### config.mk
export PLATFORM = sky130hd
export DESIGN_NAME = i2s_serdes
export DESIGN_NICKNAME = d
export VERILOG_FILES = /design/src/rtl/i2s_serdes.sv
export SDC_FILE = /design/constraint.sdc
export NUM_CORES = 1
export LEC_CHECK = 0
export CAP_MARGIN = 20
export CELL_PAD_IN_SITES_DETAIL_PLACEMENT = 0
export CELL_PAD_IN_SITES_GLOBAL_PLACEMENT = 1
export CORE_MARGIN = 1.5
export CORE_UTILIZATION = 42
export CTS_BUF_LIST = sky130_fd_sc_hd__clkbuf_4 sky130_fd_sc_hd__clkbuf_8
export CTS_CLUSTER_DIAMETER = 60
export DETAILED_ROUTE_END_ITERATION = 6
export PLACE_DENSITY_LB_ADDON = 0.1
export SKIP_LAST_GASP = 1
export SLEW_MARGIN = 20
export SYNTH_ARGS = -nofsm -noshare
export SYNTH_HDL_FRONTEND = slang
export SYNTH_SLANG_ARGS = --single-unit
### constraint.sdc
create_clock -name clk -period 2.08 [get_ports clk]
set_input_delay 0.416 -clock clk [delete_from_list [all_inputs] [get_ports clk]]
set_output_delay 0.416 -clock clk [all_outputs]
set_load 0.005 [all_outputs]
### src/rtl/i2s_serdes.sv
// I2S serializer/deserializer for the CS4272 codec: derives MCLK/SCLK/LRCLK
// from one frame counter, receives 24-bit stereo samples and transmits them back.
module i2s_serdes #(
  parameter int unsigned DATA_W = 24
) (
  input  logic              clk,
  input  logic              RST_n,
  input  logic              SDout,
  input  logic [DATA_W-1:0] lft_out,
  input  logic [DATA_W-1:0] rht_out,
  output logic              MCLK,
  output logic              SCLK,
  output logic              LRCLK,
  output logic              SDin,
  output logic [DATA_W-1:0] lft_in,
  output logic [DATA_W-1:0] rht_in,
  output logic              vld
);

  localparam logic [4:0] LAST_SLOT = 5'(DATA_W);

  logic [9:0]        cnt;
  logic [4:0]        slot;
  logic              frame_ok;
  logic              rx_evt, tx_evt, in_word, wrap;
  logic [DATA_W-1:0] rx_shift, rx_word, lft_hold;
  logic [DATA_W-1:0] tx_l, tx_r, tx_shift;

  assign slot    = cnt[8:4];
  assign rx_evt  = (cnt[3:0] == 4'b0111);
  assign tx_evt  = (cnt[3:0] == 4'b1111);
  assign in_word = (slot >= 5'd1) && (slot <= LAST_SLOT);
  assign wrap    = (cnt == 10'h3FF);
  assign rx_word = {rx_shift[DATA_W-2:0], SDout};

  // Codec clocks come straight off counter flops so they never glitch
  assign MCLK  = cnt[1];
  assign SCLK  = cnt[3];
  assign LRCLK = cnt[9];
  assign SDin  = tx_shift[DATA_W-1];

  always_ff @(posedge clk or negedge RST_n) begin
    if (!RST_n) begin
      cnt      <= 10'h200;
      frame_ok <= 1'b0;
    end else begin
      cnt <= cnt + 10'd1;
      if (wrap)
        frame_ok <= 1'b1;
    end
  end

  // Receive: sample on SCLK rise; the right-half LSB completes the stereo pair
  always_ff @(posedge clk or negedge RST_n) begin
    if (!RST_n) begin
      rx_shift <= '0;
      lft_hold <= '0;
      lft_in   <= '0;
      rht_in   <= '0;
      vld      <= 1'b0;
    end else begin
      vld <= 1'b0;
      if (rx_evt && in_word) begin
        rx_shift <= rx_word;
        if (slot == LAST_SLOT) begin
          if (!cnt[9])
            lft_hold <= rx_word;
          else if (frame_ok) begin
            lft_in <= lft_hold;
            rht_in <= rx_word;
            vld    <= 1'b1;
          end
        end
      end
    end
  end

  // Transmit: load at the end of slot 0 so the MSB sits in slot 1
  always_ff @(posedge clk or negedge RST_n) begin
    if (!RST_n) begin
      tx_l     <= '0;
      tx_r     <= '0;
      tx_shift <= '0;
    end else begin
      if (wrap) begin
        tx_l <= lft_out;
        tx_r <= rht_out;
      end
      if (tx_evt) begin
        if (slot == 5'd0)
          tx_shift <= cnt[9] ? tx_r : tx_l;
        else if (in_word)
          tx_shift <= {tx_shift[DATA_W-2:0], 1'b0};
      end
    end
  end

endmodule

---- After elaboration in Yosys (flattened, before gate mapping) ----
Cells that the tools add are included.
cells by class
  add/sub/neg operators ................... 1
  reduce and logical (&&, ||, !) cells .... 7
  eq/ne operators ......................... 4
  muxes and demuxes ....................... 7
  magnitude comparators ................... 2
  bitwise logic cells ..................... 1
operators with widths
  cell                   count
  $mux 24                3
  $add 10x1->10 const B  1
  $eq 10x10->1 const B   1
  $eq 5x5->1 const B     1
  $ge 5x1->1 const B     1
  $le 5x5->1 const B     1
  $logic_not 5->1        1
  $eq 4x3->1 const B     1
  $eq 4x4->1 const B     1
  $mux 1                 4
  $reduce_and 4->1       1
  $reduce_and 3->1       1
  $logic_and 1x1->1      2
  $reduce_and 2->1       1
  $reduce_bool 2->1      1
  $not 1->1              1
word-level totals
  logic and storage cells ................. 32
  register bits ........................... 179
  input bits .............................. 51
  output and inout port bits .............. 53

---- Depth between registers and ports, before layout ----
Gate-level depths: netlist of the first run.
  depth in word-level cells ............... 4
  mapped depth ............................ 6

---- Worst setup path before layout of the first run ----
No wires, ideal clock.
  path kind ............................... register to register
  start ................................... register cnt[5]
  end ..................................... register lft_in[10]
  path slack .............................. 0.090 ns
  arrival time ............................ 1.862 ns
  data required time ...................... 1.953 ns
  cell stages (with the launch flop) ...... 7
  clock period less this slack ............ 1.990 ns
  library setup time ...................... 0.127 ns
  cell sequence ........................... dfrtp_1 > or3_1 > buf_2 > nor4_4 > buf_6 > buf_6 > mux2_1
between the ends
  word-level cells in the longest chain between the ends .. 4
  elaborated cells between the ends (all ways) .. 6
  classes of those cells .................. order compare (2); eq/ne (1); reduce/logical (3)
ends and longest elaborated chain
  element                                   line  source
  from (decl)                               22    logic [9:0] cnt;
  from (signal assigned)                    47    cnt <= cnt + 10'd1;
  $ge 5x1->1 or $le 5x5->1 (tied branches)  32    assign in_word = (slot >= 5'd1) && (slot <= LAST_SLOT);
  $logic_and 1x1->1                         32
  $logic_and 1x1->1                         63    if (rx_evt && in_word) begin
  $reduce_and 4->1 (no source line) (*)     --
  to (signal assigned)                      69    lft_in <= lft_hold;
  to (decl)                                 15    output logic [DATA_W-1:0] lft_in,
Mark *: on every way between the ends. The rest lies on a longest branch, timed or not.
A chain may end at the register's enable or synchronous reset.

---- Worst setup path in the final report of the first run ----
  start ................................... register cnt[5]
  end ..................................... register rht_in[20]
between the ends
  word-level cells in the longest chain between the ends .. 4
  elaborated cells between the ends (all ways) .. 6
  classes of those cells .................. order compare (2); eq/ne (1); reduce/logical (3)
ends and longest elaborated chain
  element                                   line  source
  $ge 5x1->1 or $le 5x5->1 (tied branches)  32
  $logic_and 1x1->1                         32
  $logic_and 1x1->1                         63
  $reduce_and 4->1 (no source line) (*)     --
  to (signal assigned)                      70    rht_in <= rx_word;
  to (decl)                                 16    output logic [DATA_W-1:0] rht_in,
Marked as above.

==> flow_metrics.env, run 1 <==
export IMPL_avgSynthCellArea_sq_um=14.3
export IMPL_finalSetupTns_ns=0
export IMPL_synthTopCellsByArea="dfrtp_1 (61%), mux2_2 (18%), mux2_1 (3.5%)"
export IMPL_crit_type="reg -> reg"
export IMPL_worst_setup_path_end_kind="register"
export IMPL_drt_wl_total_um=13900
export IMPL_cts_tree="built"
export IMPL_outcome="completed"
export IMPL_synth_area_leader_cell="dfrtp_1"
export IMPL_cp_required_ns=2.42
export IMPL_combPwrFrac_pct=2.9
export IMPL_crit_chain="or3_1 -> nor4_4 -> buf_12 -> mux2_2"
export IMPL_drc=0
export IMPL_ys_warn_count=0
export IMPL_layout_commonest_cell="dfrtp_1"
export IMPL_crit_slowest_cell="or3_1"
export IMPL_cts_made_buffers=17
export IMPL_ant_nets=0
export IMPL_critPathArrivalTime_ns=2.34
export IMPL_gp_congestion=0.762
export IMPL_synth_cells=513
export IMPL_drive_gt1_share_pct=29.0
export IMPL_multi_input_area_sq_mm=0.00267
export IMPL_fin_crit_ns=2.00
export IMPL_ys_types=33
export IMPL_ys_seq_area_share_pct=61.2
export IMPL_power_internal_uw=4710
export IMPL_leakage_uw=0.00428
export IMPL_yosys_register_bits=179
export IMPL_grt_overflow=0
export IMPL_pre_cts_ws_ns=0.0703
export IMPL_area_delta_synth_final_pct=24.9
export IMPL_power_share_clock_pct=40.0
export IMPL_crit_family="simple AND/OR/NAND/NOR gates"
export IMPL_switching_share_pct=22.6
export IMPL_design_core_area_sq_mm=0.0172
export IMPL_num_vias=4499
export IMPL_cts_sinks=179
export IMPL_syn_area_sq_mm=0.00732
export IMPL_synth_edf_count=0
export IMPL_ir_worst_vdd_mv=0.455
export IMPL_fin_crit_sh_pct=96.0
export IMPL_yosys_area_top_type_share_pct=60.9
export IMPL_setup_viol=0
export IMPL_hold_viol=0
export IMPL_seqPwrFrac_pct=57.1
export IMPL_utilization_pct=53.2
export IMPL_rows=48
export IMPL_fmax_ghz=0.501
export IMPL_regArea_sq_mm=0.00448
export IMPL_h_tree_depth=4
export IMPL_power_density_mw_per_mm2=666
export IMPL_pin_count=104
export IMPL_start_util_pct=42.6
export IMPL_grt_pass1_vias=4627
export IMPL_grt_max_degree=68
export IMPL_fin_worst_skew_ns=0.0149
export IMPL_critical_path_max_stage_delay_ns=0.48
export IMPL_holdWs_ns=0.408
export IMPL_worst_slew_pin_slew_ns=0.501
export IMPL_gr_usage_all_layers_pct=16.6
export IMPL_fill_cells=1542
export IMPL_syn_nets=565
export IMPL_rsz0062_at_grt="false"
export IMPL_insertedDiodeCount=0
export IMPL_wire_per_inst_um=16.2
export IMPL_finalMaxSlewViolations=0
export IMPL_hpwl_um=9070
export IMPL_final_cell_mix="dfrtp_1 (178), mux2_2 (120), clkdlybuf4s50_1 (102)"
export IMPL_slew_headroom_pct=65.7
export IMPL_nets=676
export IMPL_die_width_um=135
export IMPL_insertion_delay_ns=0.46
export IMPL_die_area_sq_mm=0.0182
export IMPL_hold_path_class="in -> async"
export IMPL_async_flop_share_pct=100
export IMPL_first_pass_iters=5
export IMPL_ys_flop_type="dfrtp_1"
export IMPL_power_total_uw=6090
export IMPL_start_kind="register"
export IMPL_path_buf_inv=1
export IMPL_port_buffers=103
export IMPL_routed_via_density=5.22
export IMPL_die_h_um=135
export IMPL_cts_root_buffer="clkbuf_8"
export IMPL_antenna_found_initial=0
export IMPL_cts_clk_slew_worst_paths_ns=0.09
export IMPL_clk_path_buf_depth=2
export IMPL_grt_first_pass_wirelength_um=23700
export IMPL_p_switching_uw=1380
export IMPL_setup_ws_ns=0.0827
export IMPL_timing_max_cap_violations=0
export IMPL_initialDrtViolationCount=240
export IMPL_crit_fanout=48
## sequential cells by signal, summed over array words and instances (netlist names)
register  flops
tx_r         24
rht_in       24
tx_l         24
rx_shift     23
frame_ok      1
lft_hold     24
lft_in       24
vld           1
cnt          10
tx_shift     24
## cell families (layout without fill, tap and decap cells)
group | count (synthesis) | count (layout) | share of synthesized area (%)
XOR/XNOR | 8 | 8 | 0.957
adder cells (fa/ha/maj) | 1 | 1 | 0.171
AND/OR/NAND/NOR | 48 | 48 | 4.12
multiplexers | 144 | 144 | 22.1
flip-flops | 179 | 179 | 61.2
AO/OA/AOI/OAI | 96 | 96 | 8.75
buffers and inverters | 37 | 161 | 2.65
## final cells by class
cell class / instances / area share (%)
Inverter: 2 / 0.0821
Sequential cell: 179 / 49.0
Clock inverter: 14 / 1.82
Timing Repair Buffer: 127 / 14.1
Multi-Input combinational cell: 297 / 29.2
Clock buffer: 18 / 2.71
Tap cell: 225 / 3.08
## metal layers
layer	up-vias	share of wire (%)	track usage, %
li1	2102	-	-
met1	2275	46	21.8
met2	110	49	26.8
met3	12	4.0	4.02
met4	0	1.4	6.33
met5	-	0	0
## power by group through the flow
stage                     Clock [uW]  Combinational (uW)  Sequential [uW]
after detailed placement           0                 182             3550
after floorplan                    0                2.57             3550
after global routing            2680                 199             3480
after CTS                       2530                 184             3480
final                           2430                 176             3480
after global placement             0                 180             3550
## worst register-to-register path, stage by stage (launching register included)
cell and delay (ns):
dfrtp_1 0.38, or3_1 0.48, nor4_4 0.34, buf_12 0.30, mux2_2 0.39
## synthesized netlist by cell type, types with 3 or more instances
cell type and count:
mux2_1 23, clkbuf_1 19, o21ai_0 24, xnor2_1 3, a2111oi_0 23, dfrtp_1 178
mux2_2 120, nand2_1 5, nor2b_1 23, o31ai_1 23, xor2_1 5, nor2_1 4
a21oi_1 23, nor3_1 3, buf_2 8, nand3_1 3, buf_6 5
## stage by stage
stage / area (sq um) / instances
2_1_floorplan: 7320 / 513
3_3_place_gp: 8710 / 828
3_5_place_dp: 8710 / 828
4_1_cts: 9140 / 862
5_1_grt: 9140 / 862
6_report: 9140 / 862
## timing repair
action | 4_1_cts | 5_1_grt
gates resized for setup | 0 | 0
hold buffers | 1 | 0
buffers inserted | 1 | 0
hold endpoints to repair | 30 | 0
setup endpoints to repair | 1 | 0
## worst paths after layout
| path | to | slack (ns) | startpoint | cells after the start |
|---|---|---|---|---|
| min in group clk | cnt[0] | 0.46 | cnt[0] | 1 |
| worst min register to register | cnt[0] | 0.46 | cnt[0] | 1 |
| worst max register to register | rht_in[20] | 0.08 | cnt[5] | 4 |
| worst min-delay path | lft_in[17] | 0.41 | RST_n | 2 |
| max in group asynchronous | cnt[9] | 0.97 | RST_n | 3 |
| worst max-delay path | rht_in[20] | 0.08 | cnt[5] | 4 |
Power figures use the tool's default switching activity.
==> run 2: changes to the inputs <==
--- a/config.mk
+++ b/config.mk
@@ -9,7 +9,7 @@
 export CELL_PAD_IN_SITES_DETAIL_PLACEMENT = 0
 export CELL_PAD_IN_SITES_GLOBAL_PLACEMENT = 1
 export CORE_MARGIN = 1.5
-export CORE_UTILIZATION = 42
+export CORE_UTILIZATION = 39
 export CTS_BUF_LIST = sky130_fd_sc_hd__clkbuf_4 sky130_fd_sc_hd__clkbuf_8
 export CTS_CLUSTER_DIAMETER = 60
 export DETAILED_ROUTE_END_ITERATION = 6
==> run 2 against run 1 <==
Net effect:
- design area is 1.2% higher
- clock skew barely moved
- critical path type unchanged
- register-to-register slack got worse by 0.04 ns
- maximum frequency decreased by 2.0%
- highest routed layer unchanged
- critical path depth unchanged
- die area up 7.5%
- sequential power barely moved
==> flow_metrics.env, run 2 (same netlist as run 1, synthesis figures left out) <==
export IMPL_cts_root_buffer="clkbuf_8"
export IMPL_drc=0
export IMPL_insertedDiodeCount=0
export IMPL_slew_headroom_pct=60.3
export IMPL_worst_slew_pin_slew_ns=0.581
export IMPL_finalMaxSlewViolations=0
export IMPL_pre_cts_ws_ns=0.0586
export IMPL_num_vias=4539
export IMPL_setup_ws_ns=0.0411
export IMPL_cts_tree="built"
export IMPL_gp_congestion=0.703
export IMPL_h_tree_depth=4
export IMPL_setup_viol=0
export IMPL_fin_crit_sh_pct=98.0
export IMPL_layout_commonest_cell="dfrtp_1"
export IMPL_pin_count=104
export IMPL_cts_sinks=179
export IMPL_design_core_area_sq_mm=0.0182
export IMPL_drive_gt1_share_pct=29.7
export IMPL_initialDrtViolationCount=222
export IMPL_die_width_um=140
export IMPL_post_dp_cell_area_sq_mm=0.00876
export IMPL_crit_type="reg -> reg"
export IMPL_cts_made_buffers=17
export IMPL_antenna_found_initial=0
export IMPL_fmax_ghz=0.490
export IMPL_rows=49
export IMPL_wire_per_inst_um=16.9
export IMPL_grt_overflow=0
export IMPL_cts_clk_slew_worst_paths_ns=0.09
export IMPL_grt_max_degree=50
export IMPL_critPathArrivalTime_ns=2.38
export IMPL_hold_viol=0
export IMPL_start_kind="register"
export IMPL_ant_nets=0
export IMPL_insertion_delay_ns=0.46
export IMPL_die_h_um=140
export IMPL_hpwl_um=9180
export IMPL_crit_fanout=48
export IMPL_hold_path_class="in -> async"
export IMPL_grt_first_pass_wirelength_um=24600
export IMPL_cp_required_ns=2.42
export IMPL_holdWs_ns=0.467
export IMPL_outcome="completed"
export IMPL_fin_worst_skew_ns=0.0153
export IMPL_start_util_pct=40.2
export IMPL_drt_wl_total_um=14700
export IMPL_leakage_uw=0.00436
export IMPL_critical_path_max_stage_delay_ns=0.48
export IMPL_first_pass_iters=4
export IMPL_stdcell_count=872
export IMPL_clk_path_buf_depth=2
export IMPL_power_total_uw=6030
export IMPL_worst_setup_path_end_kind="register"
export IMPL_crit_slowest_cell="or3_1"
export IMPL_fin_crit_ns=2.04
export IMPL_timing_max_cap_violations=0
export IMPL_ir_worst_vdd_mv=0.351
export IMPL_power_density_mw_per_mm2=652
export IMPL_crit_chain="or3_1 -> nor4_4 -> buf_12 -> mux2_2"
export IMPL_port_buffers=103
export IMPL_rsz0062_at_grt="true"
export IMPL_die_area_sq_mm=0.0196
export IMPL_final_area_sq_mm=0.00925
export IMPL_grt_pass1_vias=4721
export IMPL_routed_via_density=5.21
export IMPL_nets=682
export IMPL_area_delta_synth_final_pct=26.4
export IMPL_place_inst=833
export IMPL_gr_usage_all_layers_pct=15.8
export IMPL_final_cell_mix="dfrtp_1 (178), mux2_2 (120), clkdlybuf4s50_1 (101)"
-- run 2: cell types whose count changed in the layout (fill, tap and decap cells not counted), sizes merged --
cell / change
buf: +5
clkinv: +2
clkdlybuf4s50: -1
bufinv: -1
dlymetal6s2s: +1
-- run 2: what timing repair did --
| action | in CTS | in global routing |
|---|---|---|
| hold buffers | 1 | 0 |
| buffers inserted | 3 | 2 |
| gates resized for setup | 1 | 7 |
| hold endpoints to repair | 44 | 0 |
| setup endpoints to repair | 1 | 95 |
| gates cloned | 0 | 2 |
| pin swaps | 0 | 1 |
-- run 2: metrics by stage --
stage	utilization [%]	setup TNS (ns)
global route	50.8	-0.122
detailed placement	48.1	0
finish	50.8	0
global placement	48.1	0
floorplan	-	0
CTS	50.5	0
-- run 2: path summary, 6_finish.rpt --
path                             start  slack, ns  depth (start not counted)      endpoint
max in group asynchronous        RST_n       0.99                          3     lft_in[4]
worst max register to register  cnt[5]       0.04                          4     rht_in[1]
worst min-delay path             RST_n       0.47                          2  lft_hold[18]
worst max-delay path            cnt[5]       0.04                          4     rht_in[1]
min in group clk                cnt[0]       0.47                          1        cnt[0]
worst min register to register  cnt[0]       0.47                          1        cnt[0]
-- run 2: worst max-delay path, delay by kind of cell (launching register included) --
family / cells / cell delay, ns
flip-flops: 1 / 0.38
AND/OR/NAND/NOR: 2 / 0.83
buffers and inverters: 1 / 0.30
multiplexers: 1 / 0.37
-- run 2: where the power goes --
group	leakage [uW]	internal (uW)	switching (uW)	total, uW
clock	0.000196	1000	1360	2360
sequential	0.00248	3480	1.89	3480
combinational	0.00168	99.7	84.3	184
-- run 2: layout make-up --
cell class / instances / area [sq um]
Clock buffer: 17 / 234
Clock inverter: 15 / 165
Fill cell: 1566 / 8960
Inverter: 2 / 7.51
Multi-Input combinational cell: 297 / 2670
Sequential cell: 179 / 4480
Tap cell: 229 / 287
Timing Repair Buffer: 133 / 1400
-- run 2: metal layers --
metal / track usage (%) / vias to the layer above / share of wire (%)
li1: - / 2110 / -
met1: 20.6 / 2296 / 46
met2: 25.9 / 110 / 48
met3: 3.86 / 23 / 4.0
met4: 5.48 / 0 / 1.7
met5: 0 / - / 0
